$ cat config.mk
export PLATFORM = sky130hd
export DESIGN_NAME = tik_sched
export DESIGN_NICKNAME = d
export VERILOG_FILES = /design/src/rtl/tik_sched.sv
export SDC_FILE = /design/constraint.sdc
export NUM_CORES = 1
export LEC_CHECK = 0
export ABC_CLOCK_PERIOD_IN_PS = 4800
export CAP_MARGIN = 30
export CORE_MARGIN = 2
export CORE_UTILIZATION = 52
export DETAILED_ROUTE_END_ITERATION = 10
export PLACE_DENSITY_LB_ADDON = 0.15
export SYNTH_ARGS = -nofsm -noshare
export SYNTH_HDL_FRONTEND = slang
export SYNTH_SLANG_ARGS = --single-unit
$ cat constraint.sdc
create_clock -name clk -period 4.8 [get_ports clk]
set_clock_uncertainty 0.1 [all_clocks]
set_input_delay 0.48 -clock clk [delete_from_list [all_inputs] [get_ports clk]]
set_output_delay 0.48 -clock clk [all_outputs]
set_load 0.005 [all_outputs]
$ cat src/rtl/tik_sched.sv
// tik_sched: global tik scheduler with minimum period, step counting and overrun flag.
// Define TIK_SCHED_EXT_SYNC_EN to add the ext_sync lockstep input gating GAP->TIK_HI.
module tik_sched #(
   parameter int NODE_NUM = 4,
   parameter int PW       = 16,
   parameter int TW       = 16,
   parameter int TIK_HIGH = 4,
   parameter int SETTLE   = 4
) (
   input  logic                clk,
   input  logic                rst,
   input  logic                cfg_start,
   input  logic                cfg_stop,
   input  logic [PW-1:0]       cfg_period,
   input  logic [TW-1:0]       cfg_steps,
   input  logic [NODE_NUM-1:0] node_busy,
   input  logic                overrun_clr,
`ifdef TIK_SCHED_EXT_SYNC_EN
   input  logic                ext_sync,
`endif
   output logic                tik,
   output logic                running,
   output logic [TW-1:0]       step_cnt,
   output logic                done,
   output logic                overrun
);
   localparam int PH_MAX = TIK_HIGH > SETTLE ? TIK_HIGH : SETTLE;
   localparam int CW     = $clog2(PH_MAX + 1);
   typedef enum logic [2:0] {S_IDLE, S_TIK, S_SETTLE, S_WAIT, S_GAP} state_t;
   state_t        state, state_n;
   logic [CW-1:0] ph_cnt;
   logic [PW-1:0] per_cnt, period_l, per_last;
   logic [TW-1:0] steps_l;
   logic          stop_req, ext_ok, any_busy, last_step, wait_exit, tik_rise;
   assign any_busy  = |node_busy;
   assign per_last  = period_l - 1'b1;
   assign last_step = (steps_l != '0 && TW'(step_cnt + 1'b1) == steps_l) || stop_req;
   assign wait_exit = state == S_WAIT && !any_busy;
   assign tik_rise  = state != S_TIK && state_n == S_TIK;
`ifdef TIK_SCHED_EXT_SYNC_EN
   // seen_q only survives while parked in GAP, so earlier edges are forgotten
   logic [2:0] sync_q;
   logic       seen_q, sync_rise;
   assign sync_rise = sync_q[1] & ~sync_q[2];
   assign ext_ok    = seen_q | sync_rise;
   always_ff @(posedge clk or posedge rst)
      if (rst) begin
         sync_q <= '0;
         seen_q <= 1'b0;
      end else begin
         sync_q <= {sync_q[1:0], ext_sync};
         seen_q <= state == S_GAP && ext_ok;
      end
`else
   assign ext_ok = 1'b1;
`endif
   always_ff @(posedge clk or posedge rst)
      if (rst) state <= S_IDLE;
      else     state <= state_n;
   always_comb begin
      state_n = state;
      case (state)
         S_IDLE:   state_n = cfg_start && !cfg_stop ? S_TIK : S_IDLE;
         S_TIK:    state_n = ph_cnt == CW'(TIK_HIGH - 1) ? S_SETTLE : S_TIK;
         S_SETTLE: state_n = ph_cnt == CW'(SETTLE - 1) ? S_WAIT : S_SETTLE;
         S_WAIT:   state_n = any_busy ? S_WAIT : last_step ? S_IDLE : S_GAP;
         S_GAP:    state_n = (period_l == '0 || per_cnt >= per_last) && ext_ok ? S_TIK : S_GAP;
         default:  state_n = S_IDLE;
      endcase
   end
   always_ff @(posedge clk or posedge rst)
      if (rst) begin
         tik      <= 1'b0;
         running  <= 1'b0;
         done     <= 1'b0;
         overrun  <= 1'b0;
         step_cnt <= '0;
         ph_cnt   <= '0;
         per_cnt  <= '0;
         period_l <= '0;
         steps_l  <= '0;
         stop_req <= 1'b0;
      end else begin
         tik      <= state_n == S_TIK;
         running  <= state_n != S_IDLE;
         done     <= wait_exit && last_step;
         ph_cnt   <= state_n == state && (state == S_TIK || state == S_SETTLE) ? ph_cnt + 1'b1 : '0;
         per_cnt  <= tik_rise ? '0 : state != S_IDLE && !(&per_cnt) ? per_cnt + 1'b1 : per_cnt;
         stop_req <= state_n == S_IDLE ? 1'b0 : stop_req | (cfg_stop & state != S_IDLE);
         overrun  <= (state == S_WAIT && any_busy && period_l != '0 && per_cnt == per_last)
                     || (overrun && !overrun_clr);
         if (state == S_IDLE && tik_rise) begin
            period_l <= cfg_period;
            steps_l  <= cfg_steps;
            step_cnt <= '0;
         end else if (wait_exit) begin
            step_cnt <= step_cnt + 1'b1;
         end
      end
endmodule

==> results.txt <==
----------------------------------------------------
[Clocking]
  CTS max path bufs ... 2
  Skew-Pair Late Insertion Delay ... 0.35 ns
  CTS root buffer ... clkbuf_8
  Post-CTS clock slew at the launch and capture registers of the worst setup and hold paths ... 0.08 ns
  Post-cts repair resize count ... 0
  Number of buffers inserted for hold repair after clock tree synthesis ... 0
  Depth of the CTS H-tree ... 3
  Sinks on the clock net ... 75
  Num CTS Buffers ... 9
  TritonCTS clock tree ... yes
  Number of buffers inserted to repair setup after CTS ... 0

[Place]
  Placed wire-length estimate after detailed placement ... 7270 µm
  # placed instances ... 598
  Routability congestion estimate ... 0.861
  Dpl ws ... 1.58 ns
  Post-detailed-placement cell area ... 5140 µm²
  Number of port buffers ... 60

[Setup path]
  Setup Crit Path Kind ... reg2reg
  Element type at the critical path end ... flop
  WP data arrival ... 3.36 ns
  Critical Path Fanout Max ... 18
  Slowest cell on the critical path ... a21oi_4
  Critical path data required time ... 4.89 ns
  CP startpoint kind ... flop
  Ordered cell list for the critical path ... nor3_1, and3_1, nand2_1, nor4_1, xnor2_1, ha_1, and4_1, nand2_1, nor2_1, o21ai_0, a21oi_4, nor3_1
  Bufs and invs on worst path ... 0
  Crit path largest cell delay ... 0.44 ns
  Cell type group with the largest total delay on the critical path ... simple AND/OR/NAND/NOR gates

[Timing]
  Max Clock Freq ... 306 MHz
  Setup TNS Final ... 0 ns
  Setup repair after global routing missed its margin ... no
  Pin slew with the least headroom to its limit ... 0.752 ns
  Final number of hold-violating endpoints ... 0
  Setup ws final ... 1.53 ns
  Setup-violating endpoint count in the final report ... 0
  Normalized max-slew margin ... 0.498
  Count of final max-slew check failures ... 0
  Tcrit/Tclk final ... 0.680
  Time the final worst path needs with I/O delays and setup ... 3.27 ns

[Floorplanning]
  Ports ... 61
  Rows ... 33
  Placeable Area ... 8260 µm²
  Area of the die ... 9320 µm²
  Starting density of the core ... 0.539
  Die X-Extent ... 96.5 µm
  Die Ht ... 96.5 µm

[Drt]
  Total via count in the routed design ... 3499
  Pre-antenna DRT Iters ... 4
  Avg WL per Cell ... 15.9 µm
  Number of nets still failing antenna checks after routing ... 0
  Routed Wire Length ... 9760 µm
  Residual DRC count ... 0
  Via density per instance ... 5.69
  DRC violation total after the first TritonRoute iteration ... 199

[Hold path]
  Min-Delay Path Class ... in2async

[Layout]
  Synthesis-to-finish area growth ... 20.7%
  Final core utilization ... 0.651
  Ant diodes ... 0
  Number of nets in the finished design ... 567
  Final cell area excluding filler cells ... 5370 µm²
  Share of cells above drive strength 1 ... 0.112
  Number of standard cells in the layout, taps in and fillers out ... 615

[Yosys]
  Post-Syn Nets ... 508
  Async SR Flop Fraction ... 1.00
  Largest cells by area after synthesis ... dfrtp_1 42%, xnor2_1 8.9%, mux2_2 7.3%, ha_1 5.9%, xor2_1 4.1%
  Post-synthesis instance total ... 446
  Summed instance area of the synthesized netlist ... 4450 µm²
  Library cells used by synthesis ... 54
  Mean post-synth cell area ... 9.98 µm²
  Yosys warning count ... 0
  Cell accounting for the most synthesized area ... dfrtp_1
  Number of enable flip-flop cells after synthesis ... 0
  Fraction of the yosys area taken by sequential cells ... 0.422
  Area share of the largest cell type after synthesis ... 0.422
  Primary FF master, synth ... dfrtp_1
  Most frequent cell after synthesis ... dfrtp_1
  Most numerous cell types in the synthesized netlist ... 75 x dfrtp_1, 45 x xnor2_1, 41 x nor2_1, 32 x nand2_1
  Post-synthesis register bit count ... 75

[Outcome]
  Run status ... finished, final reports clean

[Power]
  Leakage power of the design ... 2.17 nW
  Total power divided by cell area ... 495 nW/µm²
  Peak VDD IR ... 0.228 mV

[Global route]
  Number of antenna violations at the first check in global routing ... 0
  Global-route track usage on met2 ... 0.357
  Overall Global Routing Usage ... 0.222
  Number of global-route vias before repair ... 3340
  Met3 Use GR ... 0.0388
  Overflow left after global routing ... 0
  Largest net degree at the start of global routing ... 68
  Met1 demand-to-capacity share in global routing ... 0.305
  Most Used Layer, Global Route ... met2
  Global-route wire length before repair ... 16000 µm

[Run]
  Max-cap check violation count ... 0

----------------------------------------------------
state kept, by name (all words and copies together), names as in the netlist:
name and cells:
per_cnt 16, period_l 16, step_cnt 16, steps_l 16, ph_cnt 3, state 3
done 1, overrun 1, running 1, stop_req 1, tik 1
worst paths after layout:
check                       startpoint          to  slack, ns  depth (start not counted)
max                        period_l[2]  per_cnt[4]       1.53                         12
min                                rst  steps_l[2]       0.34                          2
max reg2reg                period_l[2]  per_cnt[4]       1.53                         12
min reg2reg                  ph_cnt[0]   ph_cnt[0]       0.34                          1
max in group asynchronous          rst  per_cnt[6]       3.31                          4
min in group clk             ph_cnt[0]   ph_cnt[0]       0.34                          1
power by group:
| part | switching (mW) | internal (mW) | leakage (nW) | total, mW |
|---|---|---|---|---|
| clock network | 0.233 | 0.284 | 0.110 | 0.517 |
| logic | 0.486 | 0.541 | 1.10 | 1.03 |
| registers | 0.268 | 0.851 | 0.956 | 1.12 |
final cells by class:
type | count | area, µm²
inverters | 16 | 60.1
flip-flops and latches | 75 | 1880
clock buffers | 13 | 169
clock inverters | 3 | 43.8
well taps | 105 | 131
fillers | 695 | 2880
multi-input cells | 340 | 2460
repair buffers | 63 | 636
logic make-up after synthesis:
logic type               count (synthesis)  synth area share
adder cells (fa/ha/maj)                 21            0.0590
XOR/XNOR                                66             0.130
buffers and inverters                   31            0.0281
multiplexers                            31            0.0779
flip-flops                              75             0.422
AND/OR/NAND/NOR                        177             0.209
AO/OA/AOI/OAI                           45            0.0742
routing by layer:
metal / wire length (µm) / vias up
met5: 0 / -
met3: 518 / 10
met2: 4730 / 90
li1: - / 1707
met1: 4400 / 1692
met4: 111 / 0
through the flow:
stage,hold slack (ns),power [mW]
after floorplan,0.310,1.85
after global placement,0.320,2.09
after detailed placement,0.330,2.15
after CTS,0.341,2.67
after global routing,0.355,2.86
final,0.337,2.66
layout by cell type (no fill, tap or decap), types with 2 or more instances in the layout:
| cell type | Yosys | layout |
|---|---|---|
| nand3_2 | 2 | 2 |
| o211ai_1 | 3 | 3 |
| a211oi_1 | 2 | 2 |
| mux2i_1 | 2 | 2 |
| and2_1 | 2 | 2 |
| clkbuf_8 | 0 | 12 |
| nor4_1 | 13 | 13 |
| o21a_1 | 3 | 3 |
| dfrtp_1 | 75 | 75 |
| nand3_1 | 10 | 10 |
| or4_1 | 2 | 2 |
| o21ai_0 | 9 | 9 |
| clkdlybuf4s50_1 | 0 | 60 |
| nor2b_1 | 2 | 2 |
| ha_1 | 21 | 21 |
| or3_1 | 5 | 5 |
| nand2_1 | 32 | 32 |
| nand4_1 | 14 | 14 |
| buf_4 | 0 | 2 |
| nand2b_1 | 5 | 5 |
| nor2_1 | 41 | 40 |
| nor3_1 | 29 | 29 |
| xnor2_1 | 45 | 45 |
| xor2_1 | 21 | 21 |
| and3_1 | 5 | 5 |
| and4_1 | 5 | 5 |
| o32ai_1 | 2 | 2 |
| a31oi_1 | 2 | 2 |
| a211o_1 | 2 | 2 |
| inv_1 | 16 | 15 |
| a21oi_1 | 11 | 11 |
| mux2_2 | 29 | 29 |
Note: power is estimated with default switching activity, not from simulation.
